[src/rtl/edge_binarize.sv]
// Gradient-to-binary edge stage: gray conversion, per-frame threshold,
// border masking, optional inversion and per-frame edge pixel count.
module edge_binarize #(
    parameter int WIDTH  = 8,
    parameter int H_RES  = 640,
    parameter int V_RES  = 480,
    parameter int BORDER = 2
) (
    input  logic                              clk,
    input  logic                              rstn,
    input  logic                              i_vsync,
    input  logic                              i_hsync,
    input  logic                              i_de,
    input  logic [WIDTH-1:0]                  i_r_data,
    input  logic [WIDTH-1:0]                  i_g_data,
    input  logic [WIDTH-1:0]                  i_b_data,
    input  logic [WIDTH-1:0]                  i_thresh,
    input  logic                              i_invert,
    output logic                              o_vsync,
    output logic                              o_hsync,
    output logic                              o_de,
    output logic [WIDTH-1:0]                  o_r_data,
    output logic [WIDTH-1:0]                  o_g_data,
    output logic [WIDTH-1:0]                  o_b_data,
    output logic [$clog2(H_RES*V_RES+1)-1:0]  o_edge_count,
    output logic                              o_count_valid
);

    localparam int CW = $clog2(H_RES*V_RES+1);
    localparam int XW = (H_RES > 1) ? $clog2(H_RES) : 1;
    localparam int YW = (V_RES > 1) ? $clog2(V_RES) : 1;
    localparam logic [XW-1:0] X_MAX = XW'(H_RES-1);
    localparam logic [YW-1:0] Y_MAX = YW'(V_RES-1);
    localparam logic [CW-1:0] C_MAX = CW'(H_RES*V_RES);

    logic             vs_q, de_q;
    logic [XW-1:0]    x_q, x_d;
    logic [YW-1:0]    y_q, y_d;
    logic [WIDTH-1:0] thr_q, thr_d;
    logic             inv_q, inv_d;

    logic [WIDTH-1:0] s1_gray_q, s1_gray_d;
    logic             s1_bord_q, s1_bord_d;
    logic             s1_de_q, s1_hs_q, s1_vs_q;

    logic             s2_edge_q, s2_edge_d;
    logic             s2_de_q, s2_hs_q, s2_vs_q;
    logic [WIDTH-1:0] pix_q, pix_d;

    logic [CW-1:0]    cnt_q, cnt_d;
    logic [CW-1:0]    ecnt_q, ecnt_d;
    logic             cval_q;

    logic             frame_start, de_fall, hit;
    logic [WIDTH+1:0] sum;

    assign frame_start = i_vsync & ~vs_q;
    assign de_fall     = de_q & ~i_de;
    assign hit         = s2_de_q & s2_edge_q;

    always_comb begin
        x_d       = x_q;
        y_d       = y_q;
        thr_d     = thr_q;
        inv_d     = inv_q;
        cnt_d     = cnt_q;
        ecnt_d    = ecnt_q;
        sum       = {2'b00, i_r_data} + {1'b0, i_g_data, 1'b0}
                  + {2'b00, i_b_data};
        s1_gray_d = sum[WIDTH+1:2];
        s1_bord_d = (int'(x_q) < BORDER) || (int'(y_q) < BORDER);
        s2_edge_d = (s1_gray_q >= thr_q) && !s1_bord_q;
        pix_d     = (s1_de_q && (s2_edge_d ^ inv_q)) ? '1 : '0;

        if (de_fall) begin
            x_d = '0;
        end else if (i_de && x_q != X_MAX) begin
            x_d = x_q + 1'b1;
        end

        // frame start clears the row even if a line ends on the same clock
        if (frame_start) begin
            y_d = '0;
        end else if (de_fall && y_q != Y_MAX) begin
            y_d = y_q + 1'b1;
        end

        if (frame_start) begin
            thr_d  = i_thresh;
            inv_d  = i_invert;
            ecnt_d = cnt_q;
            cnt_d  = hit ? CW'(1) : '0;
        end else if (hit && cnt_q != C_MAX) begin
            cnt_d = cnt_q + 1'b1;
        end
    end

    always_ff @(posedge clk or negedge rstn) begin
        if (!rstn) begin
            vs_q      <= 1'b0;
            de_q      <= 1'b0;
            x_q       <= '0;
            y_q       <= '0;
            thr_q     <= '0;
            inv_q     <= 1'b0;
            s1_gray_q <= '0;
            s1_bord_q <= 1'b0;
            s1_de_q   <= 1'b0;
            s1_hs_q   <= 1'b0;
            s1_vs_q   <= 1'b0;
            s2_edge_q <= 1'b0;
            s2_de_q   <= 1'b0;
            s2_hs_q   <= 1'b0;
            s2_vs_q   <= 1'b0;
            pix_q     <= '0;
            cnt_q     <= '0;
            ecnt_q    <= '0;
            cval_q    <= 1'b0;
        end else begin
            vs_q      <= i_vsync;
            de_q      <= i_de;
            x_q       <= x_d;
            y_q       <= y_d;
            thr_q     <= thr_d;
            inv_q     <= inv_d;
            s1_gray_q <= s1_gray_d;
            s1_bord_q <= s1_bord_d;
            s1_de_q   <= i_de;
            s1_hs_q   <= i_hsync;
            s1_vs_q   <= i_vsync;
            s2_edge_q <= s2_edge_d;
            s2_de_q   <= s1_de_q;
            s2_hs_q   <= s1_hs_q;
            s2_vs_q   <= s1_vs_q;
            pix_q     <= pix_d;
            cnt_q     <= cnt_d;
            ecnt_q    <= ecnt_d;
            cval_q    <= frame_start;
        end
    end

    assign o_vsync       = s2_vs_q;
    assign o_hsync       = s2_hs_q;
    assign o_de          = s2_de_q;
    assign o_r_data      = pix_q;
    assign o_g_data      = pix_q;
    assign o_b_data      = pix_q;
    assign o_edge_count  = ecnt_q;
    assign o_count_valid = cval_q;

endmodule

[config.mk]
export PLATFORM = sky130hd
export DESIGN_NAME = edge_binarize
export DESIGN_NICKNAME = d
export VERILOG_FILES = /design/src/rtl/edge_binarize.sv
export SDC_FILE = /design/constraint.sdc
export NUM_CORES = 1
export LEC_CHECK = 0
export CAP_MARGIN = 15
export CORE_AREA = 2 2 92 94
export CTS_BUF_LIST = sky130_fd_sc_hd__clkbuf_4
export DETAILED_ROUTE_END_ITERATION = 10
export DIE_AREA = 0 0 94 96
export PLACE_DENSITY = 0.83
export SLEW_MARGIN = 20
export SYNTH_ARGS = -nofsm -noshare
export SYNTH_HDL_FRONTEND = slang
export SYNTH_SLANG_ARGS = --single-unit
[constraint.sdc]
create_clock -name clk -period 4.05 [get_ports clk]
set_input_delay 1.215 -clock clk [delete_from_list [all_inputs] [get_ports clk]]
set_output_delay 1.215 -clock clk [all_outputs]
set_load 0.01 [all_outputs]
[Word-level counts from Yosys, hierarchy flattened]
Cells that the tools add are included.
Storage, ports and cells
  register bits: 91
  output and inout bits: 47
  input bits: 38
Cells by class
  equality and inequality tests: 3
  add/subtract/negate cells: 5
  multiplexer cells: 8
  order comparisons: 3
  reductions and logical operators: 10
  bitwise gates (word level): 6
Operators with widths (count)
  19-bit two-way mux: 2
  10-bit two-way mux: 2
  19-bit by 1-bit adder with 19-bit output, second input constant: 1
  19-bit != test, second input constant: 1
  9-bit two-way mux: 2
  10-bit by 1-bit adder with 10-bit output, second input constant: 1
  10-bit by 8-bit adder with 10-bit output: 1
  8-bit by 9-bit adder with 10-bit output: 1
  10-bit by 2-bit less-than comparator with 1-bit output, second input constant: 1
  10-bit != test, second input constant: 1
  9-bit by 1-bit adder with 9-bit output, second input constant: 1
  9-bit by 2-bit less-than comparator with 1-bit output, second input constant: 1
  9-bit != test, second input constant: 1
  8-bit >= comparator: 1
  8-bit two-way mux: 1
  2-bit nonzero test: 3
  1-bit logical AND: 5
  1-bit bitwise AND: 3
  1-bit NOT: 2
  1-bit zero test: 1
  1-bit logical OR: 1
  1-bit two-way mux: 1
  1-bit bitwise XOR: 1

[Depth between registers and ports, before layout]
  word-level depth: 5
  mapped depth: 10
  gate-level depth less buffers: 10

[Least setup slack after synthesis]
OpenSTA, ideal clock, no wires.
  kind: input -> register
  from: input port i_r_data[1]
  to: register s1_gray_q[5]
  data required time: 3.966 ns
  path slack: 0.745 ns
  arrival: 3.221 ns
  cell stages on the path: 10
  cell sequence: inv_1 fa_1 inv_1 and3_1 fa_1 a21o_1 a21oi_1 nor2b_1 o31ai_1 a21boi_0
Between the ends
  longest elaborated chain between the ends: 2
Ends and longest elaborated chain
  from (decl): RTL line 14  | input logic [WIDTH-1:0] i_r_data,
  8-bit by 9-bit adder with 10-bit output: RTL line 68  | sum = {2'b00, i_r_data} + {1'b0, i_g_data, 1'b0}
  10-bit by 8-bit adder with 10-bit output: RTL line 69  | + {2'b00, i_b_data};
  named net sum[7]: RTL line 55  | logic [WIDTH+1:0] sum;
  to (signal assigned): RTL line 126  | s1_gray_q <= s1_gray_d;
  to (decl): RTL line 42  | logic [WIDTH-1:0] s1_gray_q, s1_gray_d;
The timed path passes the listed nets, and every way through them passes these cells.
A chain may end at the register's enable or synchronous reset.

[Final worst setup path]
Same ends and word-level chain as after synthesis.

==> Flow_metrics.wiki <==
{| class="wikitable"
! Metric !! Value
|-
| Delay of the slowest cell on the worst path || between 500 and 600 ps
|-
| Max stage delay cell, worst path || sky130_fd_sc_hd__fa_1
|-
| Launch point of the worst reg-to-reg path || cnt_q[0]$_DFFE_PN0P_
|-
| Post-CTS setup repair buffer count || 0
|-
| Synthesis-stage register bit count || 84
|-
| HPWL after detailed placement || 6160 um
|-
| Worst min-delay path endpoint || o_hsync$_DFF_PN0_
|-
| Global-route congestion overflow total || 0
|-
| Switching power share of the total || 30.5%
|-
| FMAX || 278 MHz
|-
| Number of buffers inserted by hold repair at cts || 0
|-
| Via count of the first global-routing pass || 3317
|-
| Internal || 0.00127 W
|-
| Crit path cell chain || clkdlybuf4s50_1, inv_1, fa_1, inv_1, and3_1, fa_1, a21o_1, a21oi_1, nor2b_1, o31ai_1, a21boi_0
|-
| Total die area || 0.00902 sq mm
|-
| Total CTS buffers || 9
|-
| Initial Utilization || 53.7%
|-
| Number of antenna violations at the first check in global routing || 0
|-
| # H-tree levels || 3
|-
| Worst R2R Path Depth || 7
|-
| Maximum vdd drop || 0.301 mV
|-
| Core region area || ~0.0081 sq mm
|-
| Hold WC Path Type || flip-flop to flip-flop
|-
| Minimum clock period || 3600 ps
|-
| Clock Path Buffers || 2
|-
| Insertion delay of the later-clocked pin in the worst-skew pair || roughly 430 ps
|-
| Worst Slack Setup Final || 452 ps
|-
| Outcome || finished clean
|-
| Worst Tran Pin Value || 1090 ps
|-
| # clock sinks || 84
|-
| Worst reg-to-reg setup slack || 1400 ps
|-
| Horizontal extent of the die || 94 um
|-
| Net switching power || 0.000557 W
|-
| Max-capacitance violation count || 0
|-
| RSZ-0062 raised after global routing || no
|-
| Cell area after synthesis || 0.00432 sq mm
|-
| Hold path depth || 0
|-
| Sequential area share after synthesis || 48.6%
|-
| Average cell area after synthesis || between 9 and 10 sq um
|-
| Post-Place Setup Slack || between 50 and 60 ps
|-
| Arrival @ worst endpoint || between 3000 and 4000 ps
|-
| Wire length of the first global-routing pass || 14900 um
|-
| Final routed wire length divided by cell count || 13.7 um
|-
| Iter 0 DRT Violations || between 150 and 200
|-
| Worst EP required || 4380 ps
|-
| Mean number of vias per cell || 5.40
|-
| Setup Skew || between 15 and 20 ps
|-
| Number of rows created at floorplan || 33
|-
| Setup TNS || 0 ps
|-
| Maximum fanout along the worst path || 2
|-
| Number of instances in the synthesized netlist || 443
|-
| Area added between synthesis and finish || 20.8%
|-
| Most instantiated flip-flop cell in the synthesis netlist || sky130_fd_sc_hd__dfrtp_1
|-
| Total of buffers placed on input and output ports || 84
|-
| Power density over cell area || ~350 mW/mm^2
|-
| GR Util All Layers || 20.9%
|-
| Setup violations, final || 0
|-
| Pins Over Slew Limit || 0
|-
| Clock share of power || 23.0%
|-
| Sequential cell fraction of total power || 53.2%
|-
| Placer's final routability congestion estimate || 0.910
|-
| Final net count || 570
|-
| Crit path launch type || primary input
|-
| Worst slew margin relative to its limit || 27.4%
|-
| Remaining design rule violation count || 0
|-
| Total of cells resized after clock tree synthesis || 0
|-
| Proportion of power drawn by combinational gates || 23.8%
|-
| Routed via count || 3323
|-
| Antenna diode count || 0
|-
| Total length of routed wires || between 8000 and 9000 um
|-
| Final period utilization || 88.8%
|-
| Endpoint of the worst-slack reg-to-reg timing path || cnt_q[9]$_DFFE_PN0P_
|-
| Pin count of the biggest net entering global routing || between 80 and 90
|-
| Count of different cell masters after synthesis || between 40 and 50
|-
| Fraction of layout instances using a drive strength above 1 || 4.90%
|-
| Num ports || 85
|-
| Root Buffer Master || sky130_fd_sc_hd__clkbuf_4
|-
| Proportion of register bits with asynchronous set or reset after synthesis || 100%
|-
| Leakage power of the design || 2.36 nW
|-
| Number of enable flip-flop cells after synthesis || 0
|-
| Warnings from Yosys || 0
|-
| Die extent in y || 96 um
|-
| Antenna violation net count after detailed routing || 0
|-
| Capturing element type of the critical path || flip-flop
|-
| Clock tree from TritonCTS || done
|-
| Pre-Repair DR Iteration Count || 4
|-
| Net count after synthesis || 508
|-
| Hold Crit Start || s1_hs_q$_DFF_PN0_
|-
| Setup CP Type || primary input to flip-flop
|-
| Final hold violations || 0
|-
| Clock transition time at the flip-flop clock pins of the worst setup and hold paths || about 140 ps
|}
worst max-delay path: cells and delay by family:
family	cells	cell delay, ps
AOI/OAI and AO/OA	4	960
adders and majority gates	2	920
buffers and inverters	3	560
and+or+nand+nor	2	270
cell usage after synthesis (2+ instances only):
cell,n,area (sq um)
sky130_fd_sc_hd__a21oi_1,20,100
sky130_fd_sc_hd__and3_1,8,50.1
sky130_fd_sc_hd__buf_1,3,11.3
sky130_fd_sc_hd__buf_4,23,173
sky130_fd_sc_hd__clkbuf_1,9,33.8
sky130_fd_sc_hd__dfrtp_1,84,2100
sky130_fd_sc_hd__fa_1,8,160
sky130_fd_sc_hd__ha_1,19,238
sky130_fd_sc_hd__inv_1,22,82.6
sky130_fd_sc_hd__mux2i_1,2,20.0
sky130_fd_sc_hd__nand2_1,78,293
sky130_fd_sc_hd__nand2b_1,4,25.0
sky130_fd_sc_hd__nand3_1,14,70.1
sky130_fd_sc_hd__nand4_1,12,75.1
sky130_fd_sc_hd__nor2_1,26,97.6
sky130_fd_sc_hd__nor2b_1,2,12.5
sky130_fd_sc_hd__nor4_1,5,31.3
sky130_fd_sc_hd__o2111ai_1,4,35.0
sky130_fd_sc_hd__o211ai_1,4,30.0
sky130_fd_sc_hd__o21a_1,2,15.0
sky130_fd_sc_hd__o21ai_0,30,150
sky130_fd_sc_hd__o31ai_1,4,30.0
sky130_fd_sc_hd__o41ai_1,2,17.5
sky130_fd_sc_hd__or3_1,11,68.8
sky130_fd_sc_hd__or3_2,2,15.0
sky130_fd_sc_hd__or4_1,4,30.0
sky130_fd_sc_hd__xnor2_1,6,52.6
sky130_fd_sc_hd__xor2_1,15,131
flip-flops by register name, summed over array words and instances, names as in the netlist, 8 cells and up:
signal	count
cnt_q	19
o_edge_count	19
s1_gray_q	8
thr_q	8
x_q	10
y_q	9
per-layer routing:
layer,wire (um),share of wire (%),GRT usage [%],vias to the layer above
li1,-,-,-,1638
met1,3560,42,25.9,1612
met2,4430,53,36.5,66
met3,325,3.9,5.17,7
met4,76,0.90,5.68,0
met5,0,0,0,-
layout make-up:
type	count	area, sq um
clock buffer	9	67.6
clock inverter	7	50.0
multi-input combinational	301	1920
timing repair buffer	87	865
fill	696	2830
sequential	84	2100
tap	105	131
inverter	22	82.6
cell usage in the layout (no fill, tap or decap), types with 2 or more instances in the layout:
cell / instances
sky130_fd_sc_hd__o31ai_1: 4
sky130_fd_sc_hd__ha_1: 19
sky130_fd_sc_hd__o21ai_0: 30
sky130_fd_sc_hd__o211ai_1: 4
sky130_fd_sc_hd__or3_1: 11
sky130_fd_sc_hd__nor2b_1: 2
sky130_fd_sc_hd__or4_1: 4
sky130_fd_sc_hd__nand2_1: 78
sky130_fd_sc_hd__nand2b_1: 4
sky130_fd_sc_hd__fa_1: 8
sky130_fd_sc_hd__mux2i_1: 2
sky130_fd_sc_hd__buf_4: 3
sky130_fd_sc_hd__nand4_1: 12
sky130_fd_sc_hd__o2111ai_1: 3
sky130_fd_sc_hd__nand3_1: 14
sky130_fd_sc_hd__and3_1: 8
sky130_fd_sc_hd__xor2_1: 15
sky130_fd_sc_hd__xnor2_1: 6
sky130_fd_sc_hd__o21a_1: 2
sky130_fd_sc_hd__clkdlybuf4s50_1: 83
sky130_fd_sc_hd__or3_2: 2
sky130_fd_sc_hd__inv_6: 2
sky130_fd_sc_hd__nor2_1: 26
sky130_fd_sc_hd__o41ai_1: 2
sky130_fd_sc_hd__clkbuf_4: 9
sky130_fd_sc_hd__inv_1: 22
sky130_fd_sc_hd__dfrtp_1: 84
sky130_fd_sc_hd__clkinvlp_4: 2
sky130_fd_sc_hd__a21oi_1: 20
sky130_fd_sc_hd__nor4_1: 5
cells by family (layout without fill, tap and decap cells):
group | count (synthesis) | after routing | share of synthesized area (%)
compound gates | 76 | 76 | 10.7
xor+xnor | 21 | 21 | 4.26
fa+ha+maj | 27 | 27 | 9.21
buf+inv | 58 | 125 | 7.06
flops | 84 | 84 | 48.6
mux | 2 | 2 | 0.463
simple gates | 175 | 175 | 19.7
worst max path at each step:
stage                      startpoint                endpoint  slack, ps  cells after the start
after floorplan           i_r_data[1]  s1_gray_q[5]$_DFF_PN0_        740                     10
after global placement    i_r_data[1]  s1_gray_q[5]$_DFF_PN0_        190                     11
after detailed placement  i_r_data[1]  s1_gray_q[5]$_DFF_PN0_         50                     11
after CTS                 i_r_data[1]  s1_gray_q[5]$_DFF_PN0_        500                     11
after global routing      i_r_data[1]  s1_gray_q[5]$_DFF_PN0_        250                     11
final                     i_r_data[1]  s1_gray_q[5]$_DFF_PN0_        450                     11
power groups by stage:
stage	Combinational [W]	Sequential [W]	Clock (W)
after floorplan	0.000286	0.000975	0
after global routing	0.000490	0.000980	0.000472
after CTS	0.000441	0.000970	0.000435
after detailed placement	0.000440	0.000986	0
final	0.000434	0.000969	0.000420
after global placement	0.000417	0.000980	0
per-stage QoR:
| step | util [%] | cells | hold WS, ps | power, W | cell area, sq um |
|---|---|---|---|---|---|
| 2_1_floorplan | - | 443 | 331 | 0.00126 | 4320 |
| 3_3_place_gp | 63.2 | 599 | 336 | 0.00140 | 5090 |
| 3_5_place_dp | 63.2 | 599 | 336 | 0.00143 | 5090 |
| 4_1_cts | 64.7 | 615 | 368 | 0.00185 | 5210 |
| 5_1_grt | 64.8 | 615 | 382 | 0.00194 | 5220 |
| 6_report | 64.8 | 615 | 365 | 0.00182 | 5220 |
Power figures use the tool's default switching activity.
